--- src/rtl/sll_pipe_if.sv ---
// Issue-side and writeback-side handshake bundle for the pipelined shift-left unit.
// The unit itself connects through the slave modport; the issuing agent uses master.
interface sll_pipe_if #(
  parameter int WIDTH = 32,
  parameter int TAG_W = 4
);
  logic             in_valid;
  logic             in_ready;
  logic [WIDTH-1:0] operand_a;
  logic [WIDTH-1:0] operand_b;
  logic [TAG_W-1:0] in_tag;
  logic             out_valid;
  logic             out_ready;
  logic [WIDTH-1:0] sll_res;
  logic [TAG_W-1:0] out_tag;
  logic [2:0]       in_flight;

  modport master (
    output in_valid, operand_a, operand_b, in_tag, out_ready,
    input  in_ready, out_valid, sll_res, out_tag, in_flight
  );

  modport slave (
    input  in_valid, operand_a, operand_b, in_tag, out_ready,
    output in_ready, out_valid, sll_res, out_tag, in_flight
  );
endinterface

--- src/rtl/sll_pipe.sv ---
// Pipelined logical shift-left: stage s shifts by 2**s when bit s of the amount is set.
// Elastic valid/ready pipeline with a combinational ready chain and a tag carried alongside.

module sll_pipe_stage #(
  parameter int WIDTH = 32,
  parameter int SHW   = 5,
  parameter int TAG_W = 4,
  parameter int STAGE = 0
) (
  input  logic             clk,
  input  logic             rst_n,
  input  logic             load,
  input  logic             up_valid,
  input  logic [WIDTH-1:0] up_data,
  input  logic [SHW-1:0]   up_sh,
  input  logic [TAG_W-1:0] up_tag,
  output logic             v_d,
  output logic             v_q,
  output logic [WIDTH-1:0] d_q,
  output logic [SHW-1:0]   sh_q,
  output logic [TAG_W-1:0] t_q
);
  localparam int AMT = 1 << STAGE;

  logic [WIDTH-1:0] d_d;
  logic [SHW-1:0]   sh_d;
  logic [TAG_W-1:0] t_d;

  always_comb begin
    // NOTE: every output gets a hold default first so no path leaves a latch.
    v_d  = v_q;
    d_d  = d_q;
    sh_d = sh_q;
    t_d  = t_q;
    if (load) begin
      v_d  = up_valid;
      sh_d = up_sh;
      t_d  = up_tag;
      d_d  = up_sh[STAGE] ? (up_data << AMT) : up_data;
    end
  end

  // NOTE: data/tag flops are reset too, so sll_res and out_tag read 0 out of reset.
  always_ff @(posedge clk or negedge rst_n) begin
    if (!rst_n) begin
      v_q  <= 1'b0;
      d_q  <= '0;
      sh_q <= '0;
      t_q  <= '0;
    end else begin
      // NOTE: non-blocking so every stage samples its upstream's pre-edge value.
      v_q  <= v_d;
      d_q  <= d_d;
      sh_q <= sh_d;
      t_q  <= t_d;
    end
  end
endmodule

module sll_pipe #(
  parameter int WIDTH = 32,
  parameter int SHW   = 5,
  parameter int TAG_W = 4
) (
  input logic     clk,
  input logic     rst_n,
  sll_pipe_if.slave bus
);
  localparam int STAGES = SHW;

  logic [STAGES-1:0] v;
  logic [STAGES-1:0] v_nxt;
  logic [STAGES-1:0] rdy;
  logic [WIDTH-1:0]  d  [STAGES];
  logic [SHW-1:0]    sh [STAGES];
  logic [TAG_W-1:0]  t  [STAGES];
  logic [2:0]        in_flight_d;
  logic [2:0]        in_flight_q;

  // A stage can move when it or any stage downstream of it has a bubble, or the sink drains.
  always_comb begin
    rdy = '0;
    for (int s = 0; s < STAGES; s++) begin
      rdy[s] = bus.out_ready;
      for (int j = s; j < STAGES; j++) begin
        if (!v[j]) rdy[s] = 1'b1;
      end
    end
  end

  for (genvar s = 0; s < STAGES; s++) begin : g_stage
    logic             up_v;
    logic [WIDTH-1:0] up_d;
    logic [SHW-1:0]   up_sh;
    logic [TAG_W-1:0] up_t;

    if (s == 0) begin : g_src
      assign up_v  = bus.in_valid;
      assign up_d  = bus.operand_a;
      assign up_sh = bus.operand_b[SHW-1:0];
      assign up_t  = bus.in_tag;
    end else begin : g_chain
      assign up_v  = v[s-1];
      assign up_d  = d[s-1];
      assign up_sh = sh[s-1];
      assign up_t  = t[s-1];
    end

    sll_pipe_stage #(
      .WIDTH (WIDTH),
      .SHW   (SHW),
      .TAG_W (TAG_W),
      .STAGE (s)
    ) u_stage (
      .clk      (clk),
      .rst_n    (rst_n),
      .load     (rdy[s]),
      .up_valid (up_v),
      .up_data  (up_d),
      .up_sh    (up_sh),
      .up_tag   (up_t),
      .v_d      (v_nxt[s]),
      .v_q      (v[s]),
      .d_q      (d[s]),
      .sh_q     (sh[s]),
      .t_q      (t[s])
    );
  end

  // Occupancy is registered from the next-state valids so it tracks popcount(v) exactly.
  always_comb begin
    in_flight_d = '0;
    for (int s = 0; s < STAGES; s++) begin
      in_flight_d = in_flight_d + 3'(v_nxt[s]);
    end
  end

  always_ff @(posedge clk or negedge rst_n) begin
    if (!rst_n) begin
      in_flight_q <= '0;
    end else begin
      in_flight_q <= in_flight_d;
    end
  end

  assign bus.in_ready  = rdy[0];
  assign bus.out_valid = v[STAGES-1];
  assign bus.sll_res   = d[STAGES-1];
  assign bus.out_tag   = t[STAGES-1];
  assign bus.in_flight = in_flight_q;

  // Upper amount bits are architecturally ignored; the last stage's shift field has no consumer.
  logic unused_bits;
  assign unused_bits = ^{bus.operand_b[WIDTH-1:SHW], sh[STAGES-1]};

  a_out_stable : assert property (@(posedge clk) disable iff (!rst_n)
    (bus.out_valid && !bus.out_ready) |=>
      (bus.out_valid && $stable(bus.sll_res) && $stable(bus.out_tag)));

  a_flight_count : assert property (@(posedge clk) disable iff (!rst_n)
    in_flight_q == 3'($countones(v)));
endmodule
--- src/flat_wrapper.sv ---
// flat-port wrapper written by rule: the top's interface ports become plain ports
module sll_pipe_flat 
#(
  parameter int WIDTH = 32,
  parameter int SHW   = 5,
  parameter int TAG_W = 4
)
  (clk, rst_n, bus_in_valid, bus_operand_a, bus_operand_b, bus_in_tag, bus_out_ready, bus_in_ready, bus_out_valid, bus_sll_res, bus_out_tag, bus_in_flight);
  sll_pipe_if #(.WIDTH(WIDTH), .TAG_W(TAG_W)) bus_i ();
  input logic clk;
  input logic rst_n;
  input wire logic [$bits(bus_i.in_valid)-1:0] bus_in_valid;
  input wire logic [$bits(bus_i.operand_a)-1:0] bus_operand_a;
  input wire logic [$bits(bus_i.operand_b)-1:0] bus_operand_b;
  input wire logic [$bits(bus_i.in_tag)-1:0] bus_in_tag;
  input wire logic [$bits(bus_i.out_ready)-1:0] bus_out_ready;
  output wire logic [$bits(bus_i.in_ready)-1:0] bus_in_ready;
  output wire logic [$bits(bus_i.out_valid)-1:0] bus_out_valid;
  output wire logic [$bits(bus_i.sll_res)-1:0] bus_sll_res;
  output wire logic [$bits(bus_i.out_tag)-1:0] bus_out_tag;
  output wire logic [$bits(bus_i.in_flight)-1:0] bus_in_flight;
  assign bus_i.in_valid = bus_in_valid;
  assign bus_i.operand_a = bus_operand_a;
  assign bus_i.operand_b = bus_operand_b;
  assign bus_i.in_tag = bus_in_tag;
  assign bus_i.out_ready = bus_out_ready;
  assign bus_in_ready = bus_i.in_ready;
  assign bus_out_valid = bus_i.out_valid;
  assign bus_sll_res = bus_i.sll_res;
  assign bus_out_tag = bus_i.out_tag;
  assign bus_in_flight = bus_i.in_flight;
  sll_pipe #(.WIDTH(WIDTH), .SHW(SHW), .TAG_W(TAG_W)) u_core (.clk(clk), .rst_n(rst_n), .bus(bus_i));
endmodule
--- config.mk ---
export PLATFORM = sky130hd
export DESIGN_NAME = sll_pipe_flat
export DESIGN_NICKNAME = d
export VERILOG_FILES = /design/src/rtl/sll_pipe_if.sv /design/src/rtl/sll_pipe.sv /design/src/flat_wrapper.sv
export SDC_FILE = /design/constraint.sdc
export NUM_CORES = 1
export LEC_CHECK = 0
export ABC_AREA = 1
export BUFFER_PORTS_ARGS = -buffer_cell sky130_fd_sc_hd__buf_2
export CAP_MARGIN = 30
export CORE_MARGIN = 5
export CORE_UTILIZATION = 50
export DETAILED_ROUTE_END_ITERATION = 10
export PLACE_DENSITY = 0.7
export SETUP_SLACK_MARGIN = 0.5
export SLEW_MARGIN = 10
export SYNTH_ARGS = -nofsm -noshare
export SYNTH_HDL_FRONTEND = slang
export SYNTH_SLANG_ARGS = --single-unit
--- constraint.sdc ---
create_clock -name clk -period 8.1 [get_ports clk]
set_clock_uncertainty 0.2 [all_clocks]
set_input_delay 0.405 -clock clk [delete_from_list [all_inputs] [get_ports clk]]
set_output_delay 0.405 -clock clk [all_outputs]
set_load 0.02 [all_outputs]
; Word level (Yosys, flattened, before mapping)
; Index checks and enable logic that the tools add are counted.
[word_totals]
regBits = 208
input_bits = 72
output_inout_bits = 41
word_cells = 49
[classes]
add_sub_neg = 4
muxes = 25
[ops]
columns = cell, count
row1 = two-way mux 32 bit, 5
row2 = two-way mux 1 bit, 20
row3 = adder 3 x 1 -> 3 bit, 3
row4 = adder 1 x 1 -> 2 bit, 1

; Longest topological paths before layout
; Gate-level depths: netlist (run 1).
[depth]
depth_word = 10
mapped_depth = 10
ltp_nobuf = 9

; By module
; Synthesis (run 1) repeated with hierarchy kept, for this count alone.
[hier_totals]
cells_unflattened = 1297
hier_area_um2 = 9943.3
[modules_own_cells]
columns = module, n_inst, cells_each, area_per_inst_um2, seq_area_each_um2
row1 = sll_pipe_stage (u_core.g_stage[0].u_stage), 1, 280, 2054.5, 1051.0
row2 = sll_pipe_stage (u_core.g_stage[2].u_stage), 1, 267, 1995.7, 1051.0
row3 = sll_pipe_stage (u_core.g_stage[1].u_stage), 1, 277, 1989.4, 1051.0
row4 = sll_pipe_stage (u_core.g_stage[3].u_stage), 1, 254, 1958.1, 1051.0
row5 = sll_pipe_stage (u_core.g_stage[4].u_stage), 1, 199, 1759.2, 1051.0
row6 = sll_pipe, 1, 20, 186.4, 75.1

; Worst setup path before layout (run 1)
; Ideal clock, no wire load.
[synth_path]
kind = register to register
start = register u_core.g_stage[4].u_stage.v_q
end = register u_core.in_flight_q[1], in the netlist u_core.bus.in_flight[1]
setup_time_ns = 0.136
arrival_ns = 2.544
t_required_ns = 7.764
slack_ns = 5.221
stages_incl_launch_ff = 10
path_buffers = 1
period_less_slack_ns = 2.879
path_cell_list = dfrtp_1 -> nand3_4 -> nor2_4 -> nand2_1 -> buf_2 -> nand2_1 -> ha_1 -> fa_1 -> ha_1 -> fa_1
[synth_between]
elab_chain_cells = 6
word_cells_on_any_way = 14
classes_between = add/sub: 4 / mux: 10
[synth_lines]
columns = element, line
row1 = start: declaration, sll_pipe.sv:18  ; output logic v_q,
row2 = start signal: assignment, sll_pipe.sv:52  ; v_q <= v_d;
row3 = two-way mux 1 bit, sll_pipe.sv:86  ; if (!v[j]) rdy[s] = 1'b1;
row4 = net bus_in_ready, flat_wrapper.sv:17  ; output wire logic [$bits(bus_i.in_ready)-1:0] bus_in_ready;
row5 = two-way mux 1 bit, sll_pipe.sv:35  ; if (load) begin
row6 = net u_core.g_stage[0].u_stage.v_d, sll_pipe.sv:17  ; output logic v_d,
row7 = adder 1 x 1 -> 2 bit, sll_pipe.sv:134  ; in_flight_d = in_flight_d + 3'(v_nxt[s]);
row8 = adder 3 x 1 -> 3 bit (3 in a row), sll_pipe.sv:134
row9 = net u_core.in_flight_d[1], sll_pipe.sv:77  ; logic [2:0] in_flight_d;
row10 = end signal: assignment, sll_pipe.sv:142  ; in_flight_q <= in_flight_d;
row11 = end: declaration, sll_pipe.sv:78  ; logic [2:0] in_flight_q;
; The timed path passes the listed nets, and every way through them passes these cells.
; A chain may end at the register's enable or synchronous reset.

; Worst setup path in the final report (run 1)
[layout_path]
start = register u_core.g_stage[2].u_stage.v_q
end = register u_core.in_flight_q[1], in the netlist u_core.bus.in_flight[1]
[layout_between]
elab_chain_cells = 8
word_cells_on_any_way = 17
classes_between = add/sub: 4 / mux: 13
[layout_lines]
columns = element, line
row1 = start: declaration, sll_pipe.sv:18
row2 = start signal: assignment, sll_pipe.sv:52
row3 = two-way mux 1 bit (3 in a row), sll_pipe.sv:86
row4 = two-way mux 1 bit, sll_pipe.sv:35
row5 = net u_core.g_stage[1].u_stage.v_d, sll_pipe.sv:17
row6 = adder 1 x 1 -> 2 bit, sll_pipe.sv:134
row7 = adder 3 x 1 -> 3 bit (3 in a row), sll_pipe.sv:134
row8 = net u_core.in_flight_d[1], sll_pipe.sv:77
; The timed path passes the listed nets, and every way through them passes these cells.

==> reports/qor.txt, run 1 <==
final hold viol count -> 0
ANT cells -> 0
Clock power frac -> 27.3%
Port Buffers -> 85
WS Path Type -> reg -> reg
initial antenna violation count -> 0
vias in the first global route -> 6469
RSZ-0062 raised after global routing -> false
f_max -> 247.9 MHz
GRT Residual Overflow -> 0
GRT Total Usage -> 18.53%
pre-CTS WS -> 3.562 ns
Post-Synth XOR/XNOR Area -> 0%
Mapped Area -> 8900 um2
setup ws final -> 4.067 ns
commonest non-fill, non-tap cell in the layout -> nand2_1
CTS tree -> yes
Layout Nets -> 1211
Cells after Synth -> 1089
# IOs -> 113
top-area cell type share of the netlist area -> 55.67%
Clock Tree Buf Depth -> 2
cts-stage hold buffer count -> 9
Adder-Cell Fraction of Synth Area -> 0.7311%
CP required -> 8.20 ns
min Tclk post-route -> 4.033 ns
largest family of logic cells by synthesized area -> simple AND/OR/NAND/NOR gates
synth warn -> 0
DRC -> 0
CTS root buf -> clkbuf_16
dominant cells by area after synthesis -> dfrtp_1 56%, nand2_1 14%, o21ai_0 8.2%
Final Cycle Share -> 49.79%
Slew Limit Fails -> 0
Core ar. -> 17360 um2
flops & latches, synth -> 198
Starting Density -> 51.28%
total CTS buffers -> 17
# rows -> 48
PostCTS Resize Cnt -> 0
Worst setup EP type -> register
first-pass GRT wire length -> 31.37 mm
Die Wd -> 143.4 um
chip height -> 143.4 um
Syn Nets -> 1165
sequential fraction of the synthesis area -> 55.67%
Avg Vias per Cell -> 4.964
leading area contributor after synthesis -> dfrtp_1
maximum vdd drop -> 0.1600 mV
setup_tns -> 0 ns
leakage power -> 4.991 nW
most frequent cells in the layout -> 336 x nand2_1, 198 x dfrtp_1, 146 x o21ai_0
Cell Int Power -> 1.985 mW
final WL -> 18.16 mm
dpl hpwl -> 12.45 mm
Worst Max-Slew Pin Slew -> 0.9509 ns
Layout area overhead -> 13.34%
Synth cell types -> 19
Net Sw Frac -> 34.52%
Synth Area in Simple Gates -> 24.22%
# setup viols final -> 0
H-Tree Depth -> 4
clock sinks -> 198
crit path DAT -> 4.13 ns
maxcap violations -> 0
DR vias -> 6816
post-synthesis average cell area -> 8.172 um2
HP Class -> in -> reg
DR iter-0 viols -> 447
setup bufs post-CTS -> 0
Final ANT Viol Nets -> 0
Clk pin slew, worst setup/hold paths -> 0.07 ns
sequential share of power -> 47.9%
status -> finished, final reports clean
Final GP Congestion -> 0.7929
mux share of post-synthesis cell area -> 0%
Avg WL per Cell -> 13.23 um
CP Launch Type -> register
fraction of final layout cells with drive strength greater than 1 -> 14.11%
Logic pwr share -> 24.8%
P_sw -> 1.046 mW
drt pass-1 iters -> 5
power per cell area -> 300.5 nW/um2
crit-path max FO -> 97
clk_lat worst skew -> 0.43 ns
slew margin rel. -> 36.54%
Compound-Gate Fraction of Synth Area -> 12.88%
Die Area -> 20570 um2
pin count of the biggest net entering global routing -> 98
## per-stage QoR
step                      utilization [%]  instance area, um2  hold slack [ns]  instances  power (mW)
after floorplan                         -                8900         -0.09059       1089       1.959
after global placement              53.92                9359           0.2569       1330       2.192
after detailed placement            54.24                9414           0.2133       1332       2.222
after CTS                           58.12               10090          0.02165       1373       3.061
after global routing                58.12               10090          0.04970       1373       3.242
final                               58.12               10090          0.03107       1373       3.031
## per-layer routing
layer / up-vias / track usage (%) / routed length [um]
met5: - / 0 / 0
met4: 0 / 6.046 / 281
met3: 19 / 3.128 / 822
met2: 143 / 28.30 / 7889
met1: 3047 / 27.18 / 9166
li1: 3607 / - / -
## final timing paths
| check | from | endpoint | slack, ns | cells past startpoint |
|---|---|---|---|---|
| max in group asynchronous | rst_n | u_core.g_stage[1].u_stage.d_q[4] | 5.80 | 4 |
| worst max register to register | u_core.g_stage[2].u_stage.v_q | u_core.bus.in_flight[1] | 4.07 | 8 |
| min in group asynchronous | rst_n | u_core.g_stage[4].u_stage.d_q[12] | 0.31 | 2 |
| worst max-delay path | u_core.g_stage[2].u_stage.v_q | u_core.bus.in_flight[1] | 4.07 | 8 |
| worst min register to register | u_core.g_stage[3].u_stage.t_q[1] | u_core.g_stage[4].u_stage.t_q[1] | 0.28 | 2 |
| worst min-delay path | bus_in_valid | u_core.g_stage[0].u_stage.v_q | 0.03 | 3 |
## cells in the mapped netlist
cell,instances
inv_2,1
buf_1,1
dfrtp_1,198
a31oi_1,16
o21ai_0,146
buf_4,1
or2_2,32
nand3_4,1
inv_1,68
nor2_4,1
clkbuf_1,54
nand3_1,94
a21oi_1,30
nand2_1,337
ha_1,2
buf_2,21
fa_1,2
o21ai_1,33
nor2_1,51
## area by class of cell
class | count | area, um2
Clock buffer | 18 | 429.2
Tap cell | 225 | 281.5
Fill cell | 1628 | 7269
Inverter | 69 | 259.0
Sequential cell | 198 | 4955
Clock inverter | 14 | 153.9
Timing Repair Buffer | 104 | 639.4
Multi-Input combinational cell | 745 | 3369
## power groups by stage
stage / Combinational [mW] / Clock (mW) / Sequential, mW
CTS: 0.763 / 0.846 / 1.45
finish: 0.750 / 0.828 / 1.45
global route: 0.866 / 0.887 / 1.49
floorplan: 0.466 / 0 / 1.49
global placement: 0.730 / 0 / 1.46
detailed placement: 0.753 / 0 / 1.47
## kinds of logic after synthesis
group           count (synthesis)
flops                         198
buf+inv                       146
simple gates                  516
fa+ha+maj                       4
compound gates                225
## critical path, cell delays in order (launching register included)
cell,delay [ns]
dfrtp_1,0.62
nand2_1,0.37
nor2_4,0.41
buf_4,0.74
or2_2,0.24
ha_1,0.24
fa_1,0.46
ha_1,0.21
fa_1,0.42
## state kept, by name (all words and copies together) (netlist names)
| name | flops |
|---|---|
| u_core.g_stage.u_stage.sh_q | 10 |
| u_core.g_stage.u_stage.d_q | 160 |
| u_core.bus.in_flight | 3 |
| u_core.g_stage.u_stage.v_q | 5 |
| u_core.g_stage.u_stage.t_q | 20 |
(Power assumes the default switching activity.)
==> inputs of run 2 (changes only) <==
- ABC_AREA: 1 -> 0
- PLACE_DENSITY: 0.7 -> 0.73
- clock period: 8.1 -> 3.55 ns (I/O delays scaled with it)
==> run 2 against run 1 <==
  * Routed wire length is 5.8% lower
  * Non-clock buffer count is 49 higher
  * Synthesized area is 0.31% higher
  * Critical path type unchanged
==> reports/qor.txt, run 2 <==
post-synthesis average cell area -> 11.50 um2 (was 8.172 um2)
Layout area overhead -> 19.12% (was 13.34%)
slew margin rel. -> 42.92% (was 36.54%)
setup bufs post-CTS -> 0 (unchanged)
synth warn -> 0 (unchanged)
fraction of final layout cells with drive strength greater than 1 -> 24.44% (was 14.11%)
cts-stage hold buffer count -> 55 (was 9)
Layout Nets -> 963 (was 1211)
Worst Path Buf+Inv -> 0 (was 1)
first-pass GRT wire length -> 28.60 mm (was 31.37 mm)
Avg WL per Cell -> 15.21 um (was 13.23 um)
Syn Nets -> 852 (was 1165)
Synth top cells by count -> 198 x dfrtp_1, 141 x nand2_1, 116 x o21ai_0 (was 337 x nand2_1, 198 x dfrtp_1, 146 x o21ai_0)
status -> finished, final reports clean (unchanged)
pin count of the biggest net entering global routing -> 115 (was 98)
register with the most flip-flops -> u_core.g_stage.u_stage.d_q (unchanged)
Avg Vias per Cell -> 5.140 (was 4.964)
# IOs -> 113 (unchanged)
DRC -> 0 (unchanged)
Clock Tree Buf Depth -> 2 (unchanged)
CP dominant cell by count -> fa_1
maximum vdd drop -> 0.4039 mV (was 0.1600 mV)
delay-heaviest family, CP -> adder cells (unchanged)
drt pass-1 iters -> 4 (was 5)
GRT Residual Overflow -> 0 (unchanged)
Slew Limit Fails -> 0 (unchanged)
most frequent cell after synthesis -> dfrtp_1 (was nand2_1)
# rows -> 48 (unchanged)
PostCTS Resize Cnt -> 0 (unchanged)
vias in the first global route -> 5787 (was 6469)
Worst setup EP type -> register (unchanged)
GRT Total Usage -> 17.16% (was 18.53%)
flops & latches, synth -> 198 (unchanged)
max incr delay on CP -> 0.44 ns (was 0.74 ns)
worst-path cell chain -> and4b_2 > and2_1 > or2_2 > ha_4 > fa_1 > ha_2 > fa_1 (was nand2_1 > nor2_4 > buf_4 > or2_2 > ha_1 > fa_1 > ha_1 > fa_1)
dominant cells by area after synthesis -> dfrtp_1 56%, mux2i_1 11%, o21ai_0 6.5% (was dfrtp_1 56%, nand2_1 14%, o21ai_0 8.2%)
crit path DAT -> 2.93 ns (was 4.13 ns)
setup ws final -> 0.7193 ns (was 4.067 ns)
Cells after Synth -> 776 (was 1089)
chip height -> 143.6 um (was 143.4 um)
ys async rst share -> 100.0% (unchanged)
Worst Max-Slew Pin Slew -> 0.8563 ns (was 0.9509 ns)
total CTS buffers -> 17 (unchanged)
final hold viol count -> 0 (unchanged)
CTS tree -> yes (unchanged)
Die Area -> 20630 um2 (was 20570 um2)
# setup viols final -> 0 (unchanged)
crit-path max FO -> 5 (was 97)
DR vias -> 5783 (was 6816)
DR iter-0 viols -> 424 (was 447)
dpl hpwl -> 11.26 mm (was 12.45 mm)
Synth cell types -> 22 (was 19)
top-area cell type share of the netlist area -> 55.50% (was 55.67%)
slowest cell on the critical path -> fa_1 (was buf_4)
Port Buffers -> 85 (unchanged)
CP required -> 3.65 ns (was 8.20 ns)
power per cell area -> 639.2 nW/um2 (was 300.5 nW/um2)
maxcap violations -> 0 (unchanged)
H-Tree Depth -> 4 (unchanged)
CTS root buf -> clkbuf_16 (unchanged)
Final ANT Viol Nets -> 0 (unchanged)
HP Class -> in -> async (was in -> reg)
setup_tns -> 0 ns (unchanged)
clk_lat worst skew -> 0.43 ns (about the same)
Starting Density -> 51.26% (was 51.28%)
Clk pin slew, worst setup/hold paths -> 0.07 ns (about the same)
clock sinks -> 198 (unchanged)
Fill cells -> 1425 (was 1628)
Die Wd -> 143.6 um (was 143.4 um)
f_max -> 353.3 MHz (was 247.9 MHz)
Largest regs -> u_core.g_stage.u_stage.d_q: 160 flops, u_core.g_stage.u_stage.t_q: 20 flops, u_core.g_stage.u_stage.sh_q: 10 flops (unchanged)
leakage power -> 4.939 nW (was 4.991 nW)
Core ar. -> 17420 um2 (was 17360 um2)
WS Path Type -> reg -> reg (unchanged)
Largest register FFs -> 160 (unchanged)
Final GP Congestion -> 0.7412 (was 0.7929)
top_reg_cell synth -> dfrtp_1 (unchanged)
pre-CTS WS -> 0.7198 ns (was 3.562 ns)
sequential fraction of the synthesis area -> 55.50% (was 55.67%)
min Tclk post-route -> 2.831 ns (was 4.033 ns)
Final Cycle Share -> 79.74% (was 49.79%)
CP Launch Type -> register (unchanged)
Post-synth EDFFs -> 0 (unchanged)
final WL -> 17.11 mm (was 18.16 mm)
commonest non-fill, non-tap cell in the layout -> dfrtp_1 (was nand2_1)
RSZ-0062 raised after global routing -> false (unchanged)
Mapped Area -> 8927 um2 (was 8900 um2)
leading area contributor after synthesis -> dfrtp_1 (unchanged)
initial antenna violation count -> 0 (unchanged)
most frequent cells in the layout -> 197 x dfrtp_1, 141 x nand2_1, 116 x o21ai_0 (was 336 x nand2_1, 198 x dfrtp_1, 146 x o21ai_0)
ANT cells -> 0 (unchanged)
-- run 2: changes by cell type after synthesis, sizes merged, moves of 30 or more --
cell,change
a21oi,-30
inv,-68
mux2,+82
mux2i,+98
nand2,-196
nand3,-63
nor2,-52
o21ai,-63
-- run 2: path summary, 6_finish.rpt --
kind | startpoint | endpoint | slack, ns | cells after the start
setup / recovery | u_core.g_stage[3].u_stage.v_q | u_core.bus.in_flight[1] | 0.72 | 7
hold / removal | rst_n | u_core.g_stage[0].u_stage.d_q[30] | 0.004 | 2
setup reg to reg | u_core.g_stage[3].u_stage.v_q | u_core.bus.in_flight[1] | 0.72 | 7
hold reg to reg | u_core.g_stage[3].u_stage.t_q[0] | u_core.g_stage[3].u_stage.t_q[0] | 0.26 | 2
max in group asynchronous | rst_n | u_core.g_stage[1].u_stage.t_q[1] | 2.21 | 4
min in group clk | bus_operand_b[0] | u_core.g_stage[0].u_stage.d_q[0] | 0.23 | 3
-- run 2: routing by layer --
layer	global-route usage, %	part of all wire [%]	up-vias	wire (um)
li1	-	-	2892	-
met1	24.42	49	2770	8394
met2	27.15	46	104	7887
met3	2.762	3.5	17	596
met4	5.600	1.4	0	234
met5	0	0	-	0
-- run 2: layout make-up --
cell class	count	area [um2]	area share (%)
Clock buffer	19	442.9	4.165
Clock inverter	13	107.6	1.012
Inverter	1	3.754	0.03530
Multi-Input combinational cell	516	3707	34.86
Sequential cell	198	4956	46.61
Tap cell	225	281.5	2.647
Timing Repair Buffer	153	1135	10.67
-- run 2: worst register-to-register path, stage by stage (launching register included) --
cell and delay, ns:
dfrtp_1 0.41, and4b_2 0.27, and2_1 0.18, or2_2 0.31
ha_4 0.29, fa_1 0.41, ha_2 0.19, fa_1 0.44
-- run 2: stage by stage --
| stage | cell area (um2) | instances | total power, mW | util [%] | hold WS [ns] |
|---|---|---|---|---|---|
| finish | 10630 | 1125 | 6.798 | 61.06 | 0.004489 |
| global route | 10630 | 1125 | 7.226 | 61.06 | 0.03424 |
| CTS | 10610 | 1124 | 6.860 | 60.90 | 0.2140 |
| detailed placement | 9505 | 1037 | 5.011 | 54.58 | 0.1703 |
| global placement | 9490 | 1036 | 4.932 | 54.49 | 0.1700 |
| floorplan | 8950 | 776 | 4.426 | - | -0.3181 |
-- run 2: kinds of logic after synthesis --
logic type	after synthesis	synth area share, %
buffers and inverters	62	3.265
adders and majority gates	4	0.7288
muxes	180	22.93
AOI/OAI and AO/OA	116	6.503
DFF	198	55.50
and+or+nand+nor	216	11.07
-- run 2: report_power, final --
part / switching, mW / leakage (nW) / internal [mW]
combinational: 0.936 / 2.25 / 0.760
sequential: 0.434 / 2.42 / 2.87
clock: 0.813 / 0.276 / 0.981
total: 2.18 / 4.94 / 4.62
==> inputs of run 3 (changes only) <==
- ABC_AREA: 0 -> 1
- PLACE_DENSITY: 0.73 -> 0.7
- clock period: 3.55 -> 2.8 ns (I/O delays scaled with it)
==> run 3 against run 2 <==
  * Non-clock buffer count increased by 9
  * Utilization rose by 0.59 points
  * Hold slack better by 0.034 ns
  * Largest power group unchanged
  * Routed wire length up 12%
  * Global-route usage rose by 2.1 points
==> reports/qor.txt, run 3 (synthesis gave the netlist of run 1 again) <==
status -> finished, final reports clean (unchanged)
Die Wd -> 143.4 um (was 143.6 um)
first-pass GRT wire length -> 32.24 mm (was 28.60 mm)
CP dominant cell by count -> fa_1 (unchanged)
CP required -> 2.89 ns (was 3.65 ns)
area of the multi-input gates -> 3405 um2 (was 3707 um2)
Avg WL per Cell -> 13.34 um (was 15.21 um)
power per cell area -> 841.6 nW/um2 (was 639.2 nW/um2)
slew margin rel. -> 41.03% (was 42.92%)
maxcap violations -> 0 (unchanged)
register area -> 4956 um2 (unchanged)
commonest non-fill, non-tap cell in the layout -> nand2_1 (was dfrtp_1)
GRT Total Usage -> 19.26% (was 17.16%)
max incr delay on CP -> 0.45 ns (was 0.44 ns)
R2R Path End -> u_core.bus.in_flight[1] (unchanged)
worst-path cell chain -> nand3_4 > nor2_4 > or2_4 > ha_4 > fa_1 > ha_2 > fa_1 (was and4b_2 > and2_1 > or2_2 > ha_4 > fa_1 > ha_2 > fa_1)
crit path capture -> u_core.bus.in_flight[1] (unchanged)
WS Path Type -> reg -> reg (unchanged)
clock sinks -> 198 (unchanged)
Largest regs -> u_core.g_stage.u_stage.d_q: 160 flops, u_core.g_stage.u_stage.t_q: 20 flops, u_core.g_stage.u_stage.sh_q: 10 flops (unchanged)
HP Class -> in -> reg (was in -> async)
Worst Max-Slew Pin Slew -> 0.8836 ns (was 0.8563 ns)
maximum vdd drop -> 0.4829 mV (was 0.4039 mV)
Layout area overhead -> 20.23% (was 19.12%)
Worst R2R Setup Slack -> 0.34 ns (was 0.72 ns)
CTS tree -> yes (unchanged)
fraction of final layout cells with drive strength greater than 1 -> 14.93% (was 24.44%)
initial antenna violation count -> 0 (unchanged)
vias in the first global route -> 6650 (was 5787)
clk_lat worst skew -> 0.43 ns (about the same)
Core ar. -> 17360 um2 (was 17420 um2)
total CTS buffers -> 17 (unchanged)
f_max -> 405.7 MHz (was 353.3 MHz)
# rows -> 48 (unchanged)
Largest register FFs -> 160 (unchanged)
worst r2r src -> u_core.g_stage[4].u_stage.v_q (was u_core.g_stage[3].u_stage.v_q)
H-Tree Depth -> 4 (unchanged)
Avg Vias per Cell -> 4.988 (was 5.140)
leakage power -> 5.275 nW (was 4.939 nW)
register with the most flip-flops -> u_core.g_stage.u_stage.d_q (unchanged)
R2R cell count -> 7 (unchanged)
Final Cycle Share -> 88.03% (was 79.74%)
final hold viol count -> 0 (unchanged)
final WL -> 19.09 mm (was 17.11 mm)
# IOs -> 113 (unchanged)
most frequent cells in the layout -> 333 x nand2_1, 197 x dfrtp_1, 146 x o21ai_0 (was 197 x dfrtp_1, 141 x nand2_1, 116 x o21ai_0)
ANT cells -> 0 (unchanged)
DR iter-0 viols -> 466 (was 424)
Hold WS -> 0.03868 ns (was 0.004489 ns)
pin count of the biggest net entering global routing -> 112 (was 115)
Final ANT Viol Nets -> 0 (unchanged)
Clock Tree Buf Depth -> 2 (unchanged)
Starting Density -> 51.28% (was 51.26%)
Clk pin slew, worst setup/hold paths -> 0.07 ns (about the same)
Hold Crit Depth -> 5
DRC -> 0 (unchanged)
CTS root buf -> clkbuf_16 (unchanged)
min Tclk post-route -> 2.465 ns (was 2.831 ns)
GRT Residual Overflow -> 0 (unchanged)
Final GP Congestion -> 0.7752 (was 0.7412)
Min-Delay Startpoint -> bus_out_ready
setup_tns -> 0 ns (unchanged)
drt pass-1 iters -> 5 (was 4)
crit-path max FO -> 3 (was 5)
Fill cells -> 1506 (was 1425)
crit path DAT -> 2.56 ns (was 2.93 ns)
DR vias -> 7138 (was 5783)
CP startpoint -> u_core.g_stage[4].u_stage.v_q (was u_core.g_stage[3].u_stage.v_q)
Worst setup EP type -> register (unchanged)
RSZ-0062 raised after global routing -> true (was false)
# setup viols final -> 0 (unchanged)
Slew Limit Fails -> 0 (unchanged)
Layout Nets -> 1269 (was 963)
slowest cell on the critical path -> fa_1 (unchanged)
Worst Path Buf+Inv -> 0 (unchanged)
Die Area -> 20570 um2 (was 20630 um2)
delay-heaviest family, CP -> adder cells (unchanged)
Stages on worst setup path -> 7 (unchanged)
Port Buffers -> 85 (unchanged)
CP Launch Type -> register (unchanged)
chip height -> 143.4 um (was 143.6 um)
dpl hpwl -> 12.51 mm (was 11.26 mm)
-- run 3: layout make-up --
cell class,count,share of cell area [%]
Clock buffer,18,4.104
Clock inverter,14,1.637
Inverter,69,2.420
Multi-Input combinational cell,745,31.82
Sequential cell,198,46.32
Tap cell,225,2.631
Timing Repair Buffer,162,11.07
-- run 3: through the flow --
step | std cells | utilization [%] | cell area, um2 | power (mW) | worst slack [ns]
global placement | 1341 | 54.64 | 9483 | 6.371 | 0.2988
CTS | 1430 | 61.49 | 10670 | 9.065 | 0.3349
finish | 1431 | 61.65 | 10700 | 9.005 | 0.3352
floorplan | 1089 | - | 8935 | 5.678 | 0.1558
global route | 1431 | 61.65 | 10700 | 9.604 | 0.2893
detailed placement | 1341 | 54.64 | 9483 | 6.456 | 0.2306
-- run 3: metal layers --
layer / vias to the layer above / track usage [%] / share of wire (%)
met5: - / 0 / 0
met4: 0 / 5.055 / 0.82
met3: 15 / 2.995 / 4.2
met2: 145 / 29.61 / 46
met1: 3268 / 28.82 / 49
li1: 3710 / - / -
-- run 3: worst min-delay path by stage --
stage,endpoint,slack [ns]
after detailed placement,u_core.g_stage[4].u_stage.d_q[25],-0.001
final,u_core.g_stage[4].u_stage.d_q[11],0.04
after global placement,u_core.g_stage[4].u_stage.d_q[25],-0.001
after global routing,u_core.g_stage[4].u_stage.d_q[9],0.06
after CTS,u_core.g_stage[4].u_stage.d_q[9],0.02
after floorplan,u_core.bus.in_flight[0],-0.36
-- run 3: report_power, final --
group | switching [mW] | internal (mW) | leakage (nW) | total, mW
Sequential | 0.473 | 3.66 | 2.38 | 4.13
Clock | 1.09 | 1.44 | 0.298 | 2.53
Combinational | 1.50 | 0.850 | 2.59 | 2.35
Total | 3.06 | 5.95 | 5.27 | 9.01
-- run 3: tightest hold or removal path, stage by stage --
cell	delay, ns
buf_2	0.07
inv_1	0.06
buf_4	0.21
nand3_1	0.09
nand2_1	0.05
-- run 3: what timing repair did --
action | CTS | global route
endpoints found under the setup margin | 2 | 2
hold buffers | 56 | 0
pin swaps | 1 | 2
resized for setup | 2 | 0
setup buffers | 1 | 0
hold endpoints to repair | 112 | 0
